## src/rtl/wb_stage_pipe_reg.sv

```systemverilog
// ALU-to-writeback pipeline register with a valid/ready handshake.
// A 2-entry skid buffer (main = head, skid = younger) keeps in_ready a pure
// decode of the state register. The stage also supports flush and has a
// saturating stall counter.
// Optional feature: define STAGE_FWD_EN to enable forwarding lookups on
// fwd_sel. Without it, fwd_hit and fwd_data are tied to 0.
module wb_stage_pipe_reg #(
  parameter int DATA_W      = 32,
  parameter int SEL_W       = 5,
  parameter bit SUPPRESS_R0 = 1'b1,
  parameter int CNT_W       = 16
) (
  input  logic              clk,
  input  logic              rst,
  input  logic              flush,
  input  logic              in_valid,
  output logic              in_ready,
  input  logic [DATA_W-1:0] in_data,
  input  logic [SEL_W-1:0]  in_sel,
  input  logic              in_we,
  output logic              out_valid,
  input  logic              out_ready,
  output logic [DATA_W-1:0] out_data,
  output logic [SEL_W-1:0]  out_sel,
  output logic              out_we,
  output logic [CNT_W-1:0]  stall_cnt,
  input  logic [SEL_W-1:0]  fwd_sel,
  output logic              fwd_hit,
  output logic [DATA_W-1:0] fwd_data
);

  typedef enum logic [1:0] {EMPTY = 2'd0, ONE = 2'd1, TWO = 2'd2} state_t;

  state_t              state_q, state_d;
  logic [DATA_W-1:0]   main_data_q, main_data_d;
  logic [SEL_W-1:0]    main_sel_q,  main_sel_d;
  logic                main_we_q,   main_we_d;
  logic [DATA_W-1:0]   skid_data_q, skid_data_d;
  logic [SEL_W-1:0]    skid_sel_q,  skid_sel_d;
  logic                skid_we_q,   skid_we_d;
  logic [CNT_W-1:0]    stall_cnt_q, stall_cnt_d;

  logic accept_in;
  logic accept_out;
  logic in_we_eff;

  assign in_ready   = (state_q != TWO);
  assign out_valid  = (state_q != EMPTY);
  assign out_data   = main_data_q;
  assign out_sel    = main_sel_q;
  assign out_we     = main_we_q;
  assign stall_cnt  = stall_cnt_q;

  assign accept_in  = in_valid & in_ready;
  assign accept_out = out_valid & out_ready;

  // Writes to r0 still flow through the stage, but with their enable dropped.
  assign in_we_eff  = in_we & ~(SUPPRESS_R0 && (in_sel == '0));

  // Next-state and entry-movement logic. Flush overrides the handshake.
  always_comb begin
    state_d     = state_q;
    main_data_d = main_data_q;
    main_sel_d  = main_sel_q;
    main_we_d   = main_we_q;
    skid_data_d = skid_data_q;
    skid_sel_d  = skid_sel_q;
    skid_we_d   = skid_we_q;
    if (flush) begin
      state_d     = EMPTY;
      main_data_d = '0;
      main_sel_d  = '0;
      main_we_d   = 1'b0;
      skid_data_d = '0;
      skid_sel_d  = '0;
      skid_we_d   = 1'b0;
    end else begin
      case (state_q)
        EMPTY: begin
          if (accept_in) begin
            state_d     = ONE;
            main_data_d = in_data;
            main_sel_d  = in_sel;
            main_we_d   = in_we_eff;
          end
        end
        ONE: begin
          if (accept_in && accept_out) begin
            main_data_d = in_data;
            main_sel_d  = in_sel;
            main_we_d   = in_we_eff;
          end else if (accept_in) begin
            state_d     = TWO;
            skid_data_d = in_data;
            skid_sel_d  = in_sel;
            skid_we_d   = in_we_eff;
          end else if (accept_out) begin
            state_d     = EMPTY;
          end
        end
        TWO: begin
          if (accept_out) begin
            state_d     = ONE;
            main_data_d = skid_data_q;
            main_sel_d  = skid_sel_q;
            main_we_d   = skid_we_q;
          end
        end
        default: state_d = EMPTY;
      endcase
    end
  end

  // Stall counter saturates at all-ones and is unaffected by flush.
  always_comb begin
    stall_cnt_d = stall_cnt_q;
    if (out_valid && !out_ready && (stall_cnt_q != {CNT_W{1'b1}}))
      stall_cnt_d = stall_cnt_q + 1'b1;
  end

  // State, entry, and counter registers with synchronous reset.
  always_ff @(posedge clk) begin
    if (rst) begin
      state_q     <= EMPTY;
      main_data_q <= '0;
      main_sel_q  <= '0;
      main_we_q   <= 1'b0;
      skid_data_q <= '0;
      skid_sel_q  <= '0;
      skid_we_q   <= 1'b0;
      stall_cnt_q <= '0;
    end else begin
      state_q     <= state_d;
      main_data_q <= main_data_d;
      main_sel_q  <= main_sel_d;
      main_we_q   <= main_we_d;
      skid_data_q <= skid_data_d;
      skid_sel_q  <= skid_sel_d;
      skid_we_q   <= skid_we_d;
      stall_cnt_q <= stall_cnt_d;
    end
  end

`ifdef STAGE_FWD_EN
  logic skid_match;
  logic main_match;
  logic fwd_allowed;

  assign fwd_allowed = ~(SUPPRESS_R0 && (fwd_sel == '0));
  assign skid_match  = (state_q == TWO) && skid_we_q && (skid_sel_q == fwd_sel);
  assign main_match  = (state_q != EMPTY) && main_we_q && (main_sel_q == fwd_sel);

  // The younger skid entry takes precedence over the head.
  always_comb begin
    fwd_hit  = 1'b0;
    fwd_data = '0;
    if (fwd_allowed) begin
      if (skid_match) begin
        fwd_hit  = 1'b1;
        fwd_data = skid_data_q;
      end else if (main_match) begin
        fwd_hit  = 1'b1;
        fwd_data = main_data_q;
      end
    end
  end
`else
  logic unused_fwd_sel;

  assign unused_fwd_sel = ^fwd_sel;
  assign fwd_hit        = 1'b0;
  assign fwd_data       = '0;
`endif

endmodule

```

## config.mk

```make
export PLATFORM = sky130hd
export DESIGN_NAME = wb_stage_pipe_reg
export DESIGN_NICKNAME = d
export VERILOG_FILES = /design/src/rtl/wb_stage_pipe_reg.sv
export SDC_FILE = /design/constraint.sdc
export NUM_CORES = 1
export LEC_CHECK = 0
export CORE_ASPECT_RATIO = 1.75
export CORE_MARGIN = 2
export CORE_UTILIZATION = 36
export DETAILED_ROUTE_END_ITERATION = 6
export PLACE_DENSITY = 0.69
export SYNTH_ARGS = -nofsm -noshare
export SYNTH_HDL_FRONTEND = slang
export SYNTH_SLANG_ARGS = --single-unit
```

## constraint.sdc

```tcl
create_clock -name clk -period 2.3 [get_ports clk]
set_clock_uncertainty 0.15 [all_clocks]
set_input_delay 0.46 -clock clk [delete_from_list [all_inputs] [get_ports clk]]
set_output_delay 0.46 -clock clk [all_outputs]
set_load 0.02 [all_outputs]
```

Yosys cells after proc, flatten, opt, wreduce, memory -nomap -nowiden
Index checks and enable logic that the tools add are counted.
- $add $sub $neg: 1
- bitwise logic cells: 5
- reduce and logical (&&, ||, !) cells: 12
- equality and inequality tests: 9
- multiplexer cells: 18
- operator list (operator ; count):
    2-to-1 mux 32 bit ; 3
    one-hot mux 32 bit (3 select lines) ; 1
    adder 16 x 1 -> 16 bit (second input constant) ; 1
    inequality test 16 bit (second input constant) ; 1
    2-to-1 mux 5 bit ; 3
    one-hot mux 5 bit (3 select lines) ; 1
    2-to-1 mux 2 bit ; 5
    inequality test 2 bit (second input constant) ; 5
    AND reduction 4 bit ; 2
    one-hot mux 2 bit (3 select lines) ; 1
    zero test 5 bit ; 1
    bitwise AND 1 bit ; 3
    logical AND 1 bit ; 3
    2-to-1 mux 1 bit ; 3
    inequality test 3 bit (second input constant) ; 1
    one-hot mux 1 bit (3 select lines) ; 1
    AND reduction 3 bit ; 1
    nonzero test 3 bit ; 1
    == test 2 x 1 -> 1 bit (second input constant) ; 1
    == test 2 bit (second input constant) ; 1
    zero test 2 bit ; 1
    NOT 1 bit ; 2
    nonzero test 2 bit ; 1
    OR reduction 2 bit ; 1
    zero test 1 bit ; 1
- register bits: 94
- output and inout port bits: 89

Logic depth before layout (Yosys ltp)
Gate-level depths: netlist of run 1.
- depth in word-level cells: 6
- mapped depth: 7

Worst setup path before layout of run 1
No wires, ideal clock.
- path kind: flip-flop to flip-flop
- start: register stall_cnt_q[0] (netlist: stall_cnt[0])
- end: register stall_cnt_q[14] (netlist: stall_cnt[14])
- setup time: 0.123 ns
- cell stages (with the launch flop): 6
- slack: 0.347 ns
- arrival time: 1.680 ns
- cells stage by stage: dfxtp_1 > ha_1 > and4_1 > nand3_1 > nor4_1 > mux2_1
- word-level cells in the longest chain between the ends: 2
- elaborated cells on any way between the ends: 3
- those cells by class: add/sub (1); eq/ne (1); reduce/logical (1)
- ends and longest elaborated chain (what ; line ; source):
    start, declared ; 41 ; logic [CNT_W-1:0] stall_cnt_q, stall_cnt_d;
    start signal, assigned ; 140 ; stall_cnt_q <= stall_cnt_d;
    parallel branches: the longest is 2 deep, another holds adder 16 x 1 -> 16 bit ; -- ;
Parallel ways; which one is timed is not known.
A chain may end at the register's enable or synchronous reset.

Worst setup path after layout of run 1
- start: register state_q[0]
- end: output out_valid
- word-level cells in the longest chain between the ends: 1
- ends and longest elaborated chain (what ; line ; source):
    start, declared ; 34 ; state_t state_q, state_d;
    start signal, assigned ; 133 ; state_q <= state_d;
    nonzero test 2 bit ; 48 ; assign out_valid = (state_q != EMPTY);
    end, declared ; 21 ; output logic out_valid,
No other way between the ends.

==> results of run 1 <==
==> area by class of cell <==
cell class	instances	share of cell area [%]
Timing Repair Buffer	126	22.1
Sequential cell	94	33.2
Multi-Input combinational cell	350	35.8
Tap cell	135	2.98
Clock inverter	6	1.61
Inverter	2	0.132
Clock buffer	10	4.22
==> kinds of logic after synthesis <==
kind of cell / count (synthesis) / share of synthesized area, %
and+or+nand+nor: 166 / 17.7
AOI/OAI and AO/OA: 105 / 15.8
DFF: 94 / 44.7
buffers and inverters: 71 / 10.6
muxes: 43 / 10.4
xor gates and xnor gates: 2 / 0.416
adders and majority gates: 1 / 0.297
other: 1 / 0.0890
==> through the flow <==
stage	hold WS [ps]	power, mW	instance area, um2	setup TNS, ps	std cells
detailed placement	296	2.21	5330	-9.32	707
global route	323	3.97	5670	0	723
finish	305	3.79	5670	0	723
floorplan	286	2.03	4330	0	515
CTS	305	3.84	5660	0	723
global placement	291	2.21	5330	0	707
==> sequential cells by signal (all words and copies together) (netlist names) <==
register and flops:
out_we 1, skid_sel_q 5, out_sel 5, skid_data_q 32, out_data 32, stall_cnt 16, state_q 2, skid_we_q 1
==> per-layer routing <==
metal	track usage [%]	wire length, um
met5	0	0
met4	8.97	284
met3	4.33	617
met2	27.3	5230
met1	18.6	3990
==> repair_timing <==
item	in CTS	in global routing
hold endpoints to repair	0	0
setup endpoints to repair	1	11
hold buffers	0	0
gates resized for setup	1	1
==> critical path, stage by stage (launching register included) <==
cell and delay, ps:
dfxtp_1 500, or2_2 180, clkdlybuf4s50_1 600
==> worst max-delay path by stage <==
| stage | from | end | slack, ps |
|---|---|---|---|
| 5_1_grt | state_q[0] | out_valid | 10 |
| 3_5_place_dp | out_ready | stall_cnt[14] | -9 |
| 2_1_floorplan | stall_cnt[0] | stall_cnt[14] | 350 |
| 6_report | state_q[0] | out_valid | 70 |
| 3_3_place_gp | out_ready | stall_cnt[14] | 10 |
| 4_1_cts | stall_cnt[0] | stall_cnt[1] | 40 |
==> cells in the final DEF, fill, tap and decap left out, types with 2 or more instances in the layout <==
master / n
buf_4: 23
inv_1: 2
clkdlybuf4s50_1: 97
xor2_1: 2
mux2i_1: 41
nor4_1: 2
nand4_1: 6
or3_1: 5
nor3_1: 2
nand3_1: 5
a211oi_1: 38
or4_1: 5
inv_6: 2
o31ai_1: 4
and3_1: 3
nor2b_1: 2
buf_12: 5
clkbuf_16: 9
bufinv_16: 2
nand2_1: 78
dfxtp_1: 94
a21oi_1: 49
nor2_1: 45
o21ai_1: 6
conb_1: 33
or2_2: 4
==> power groups by stage <==
stage	logic, mW	registers (mW)	clock network (mW)
global placement	0.474	1.73	0
global route	0.521	1.70	1.75
finish	0.478	1.70	1.62
detailed placement	0.479	1.73	0
CTS	0.480	1.70	1.67
floorplan	0.261	1.77	0
==> results.cfg, run 1 <==
[worst_hold_path]
whs_path_depth = 2
hold_path_end = skid_data_q[30]
hp-start = skid_data_q[30]
min_path_type = reg2reg

[place]
detailedPlace.worstSlack_ps = -9.32
hpwl_mm = 7.13
portBuffers = 98
place_congestion = 0.914

[final_layout]
regArea_mm2 = 0.00188
fillers = 1076
multiInputGateArea_mm2 = 0.00203
area_growth_pct = 34.6
fin_nets = 632
antenna_cells = 0
drive_gt1_share_pct = 9.52
fin_util_pct = 49.2

[worst_setup_path]
cp.required_ps = 1690
worstSetupEndpointType = primary output
r2r_cells = 5
timing.reg2reg.setup_slack_ps = 200
worstSetupPathType = reg2out
cp.arrival_ps = 1620
start_kind = register
worst_r2r_endpoint = stall_cnt[1]
cp_max_fo = 10
reg2reg_from = stall_cnt[14]

[floorplan]
num_rows = 52
core_area_mm2 = 0.0115
die_w_um = 85.8
start_util_pct = 36.6
die_area_mm2 = 0.0126
io_pins = 137
chipHeight_um = 147

[power_and_ir_drop]
vdd_drop_max_mv = 0.467
pwr-share-comb_pct = 12.6
power_density_mw_per_mm2 = 669
p_seq_share_pct = 44.8
clock_power_share_pct = 42.6
p_leak_nw = 2.30
p_int_mw = 2.87
switching_power_mw = 0.919
p_sw_share_pct = 24.2

[drt]
drt_pass1_iterations = 7
drt_iter0_drc = 191
vias = 3631
viasPerCell = 5.02
wl_per_cell_um = 14.0
drt-total-wl_mm = 10.1
final_antenna_net_count = 0
drc = 11

[yosys]
synth_area_leader_cell = dfxtp_1
yosysUniqueCellTypes = 44
synth_area_mm2 = 0.00421
avgSynthCellArea_um2 = 8.72
synth_edf_count = 0
netlist_top_cells_area = dfxtp_1 (45%), mux2i_1 (9.7%), nand2_1 (7.0%), a211oi_1 (6.8%), buf_4 (6.2%)
ys_async_sr_fraction_pct = 0
synth_flop_cell = dfxtp_1
synth_common_cells = dfxtp_1 (94), nand2_1 (78), a21oi_1 (49)
synthCells = 483
yosys_warnings = 0
ys_ff_latch = 94
yosysMostFrequentCell = dfxtp_1
synth_seq_area_share_pct = 44.7
synth_top_area_share_pct = 44.7

[global_routing]
grtUsageTotal_pct = 16.3
grt_pass1_vias = 3423
grt_pass1_wl_mm = 16.2
grt_max_degree = 77
grt-ovfl-total = 0
antenna_found_initial = 0

[clocking]
insertion_delay_ps = 340
root_buffer = clkbuf_16
cts_inserted_buffers = 9
cts_tree = built
clk_path_buf_depth = 2
htreeDepth = 3
cts_post_setup_buffers_inserted = 0
clk_pin_slew_ps = 60
cts.sink_count = 94

[run]
maxCapViolCount = 0

[sta]
rsz0062_at_grt = false
fin_ws_ps = 73.1
relSlewSlack_pct = 54.6
setup_viol = 0
slew_violations = 0
period_share_pct = 96.8
tightest_slew_ps = 681
period_needed_ps = 2230
hold_viol_final = 0
max_clock_freq_mhz = 449

[status]
violations = design-rule violations
status = complete, but fails checks
Power figures use the tool's default switching activity.
==> run 2, diff against run 1 <==
CORE_UTILIZATION = 45   (was 36)
CTS_CLUSTER_SIZE = 10   (was not set)
PLACE_DENSITY = 0.82   (was 0.69)
==> run 2 against run 1 <==
Effect of this change: the run now ends clean; via count is 1.3% higher; critical path depth unchanged; fmax rose by 2.5%; final cell count fell by 2.6%; global-route usage up 3.4 points; largest power group unchanged; worst setup slack gained 55 ps; sequential share of layout area increased by 0.69 points.
==> results.cfg, run 2 (synthesis gave the netlist of run 1 again) <==
[floorplan]
die_area_mm2 = 0.0102
start_util_pct = 46.3
core_area_mm2 = 0.00909
chipHeight_um = 132
num_rows = 46
die_w_um = 77.1
io_pins = 137

[global_routing]
use_met1_pct = 21.2
grt_pass1_vias = 3383
grtUsageTotal_pct = 19.7
grt_max_degree = 43
grt-ovfl-total = 0
grt_pass1_wl_mm = 16.2
grt_use_met2_pct = 35.9
use_met3_pct = 4.32
antenna_found_initial = 0
grt_busiest_layer = met2

[final_layout]
regArea_mm2 = 0.00188
antenna_cells = 0
final_common_cell = clkdlybuf4s50_1
final_cell_mix = clkdlybuf4s50_1 (98), dfxtp_1 (94), nand2_1 (78)
fin_util_pct = 61.1
fillers = 796
drive_gt1_share_pct = 8.56
area_growth_pct = 31.9
multiInputGateArea_mm2 = 0.00203
stdcell_count = 704
fin_nets = 629

[drt]
drt-total-wl_mm = 10.0
final_antenna_net_count = 0
drc = 0
drt_pass1_iterations = 5
vias = 3677
wl_per_cell_um = 14.2
viasPerCell = 5.22
drt_iter0_drc = 156

[worst_setup_path]
start_kind = register
worst_r2r_endpoint = stall_cnt[1]
timing.reg2reg.setup_slack_ps = 210
reg2reg_from = stall_cnt[6]
worstSetupEndpointType = primary output
worstSetupPathType = reg2out
r2r_cells = 5
cp_max_fo = 7
critPathCapture = out_valid
cp.arrival_ps = 1560
cp.required_ps = 1690
crit_start = state_q[1]

[sta]
period_share_pct = 94.4
tightest_slew_ps = 675
period_needed_ps = 2170
tns_ps = 0
hold_viol_final = 0
slew_violations = 0
max_clock_freq_mhz = 460
setup_viol = 0
relSlewSlack_pct = 55.0
fin_hold_ws_ps = 303
rsz0062_at_grt = false

[clocking]
clk_path_buf_depth = 2
insertion_delay_ps = 340
clk_pin_slew_ps = 60
htreeDepth = 3
cts_hold_buf = 0
cts_tree = built
cts.sink_count = 94
root_buffer = clkbuf_16
cts_post_setup_buffers_inserted = 0
cts_inserted_buffers = 9

[place]
place_congestion = 0.839
portBuffers = 98
dpl.cell_count = 689
hpwl_mm = 7.09

[power_and_ir_drop]
power_density_mw_per_mm2 = 635
vdd_drop_max_mv = 0.453
p_leak_nw = 2.24
power_mw = 3.53

[status]
status = completed

[worst_hold_path]
min_path_type = reg2reg
whs_path_depth = 2

[run]
maxCapViolCount = 0
## run 2: cell types whose count changed in the layout (fill, tap and decap cells not counted)
cell | before | now
buf_4 | 23 | 21
clkbuf_1 | 0 | 2
inv_6 | 2 | 0
bufinv_16 | 2 | 0
dlygate4sd2_1 | 1 | 0
buf_12 | 5 | 4
clkdlybuf4s50_1 | 97 | 98
clkinvlp_4 | 0 | 1
## run 2: critical path, cell delays in order (launching register included)
cell and delay, ps:
dfxtp_1 380, or2_2 310, clkdlybuf4s50_1 540
## run 2: worst min-delay path by stage
stage | slack [ps] | from | to
3_5_place_dp | 300 | skid_data_q[26] | skid_data_q[26]
2_1_floorplan | 290 | skid_data_q[0] | skid_data_q[0]
5_1_grt | 320 | skid_data_q[7] | skid_data_q[7]
4_1_cts | 300 | skid_data_q[26] | skid_data_q[26]
3_3_place_gp | 290 | skid_data_q[4] | skid_data_q[4]
6_report | 300 | skid_data_q[7] | skid_data_q[7]
## run 2: layout make-up
| type | count | share of cell area [%] |
|---|---|---|
| well taps | 120 | 2.70 |
| clock inverters | 3 | 0.383 |
| multi-input cells | 350 | 36.5 |
| flip-flops and latches | 94 | 33.9 |
| repair buffers | 123 | 21.9 |
| clock buffers | 12 | 4.44 |
| inverters | 2 | 0.135 |
## run 2: per-layer routing
| metal | share of wire [%] | wire [um] |
|---|---|---|
| met1 | 38 | 3850 |
| met2 | 54 | 5450 |
| met3 | 4.7 | 467 |
| met4 | 2.6 | 258 |
| met5 | 0 | 0 |
## run 2: report_power, final
group          total (mW)  internal, mW  switching [mW]
clock network        1.35         0.757           0.590
logic               0.486         0.214           0.272
registers            1.70          1.67          0.0241
## run 2: stage by stage
stage / setup slack, ps / area, um2
global placement: 50.9 / 5280
global route: 92.3 / 5550
detailed placement: 5.95 / 5280
finish: 128 / 5550
CTS: 71.6 / 5540
floorplan: 347 / 4330
## run 2: timing repair
item                                   in CTS  in global routing
gates resized for setup                     0                  1
endpoints found under the hold margin       0                  0
setup endpoints to repair                   0                  2
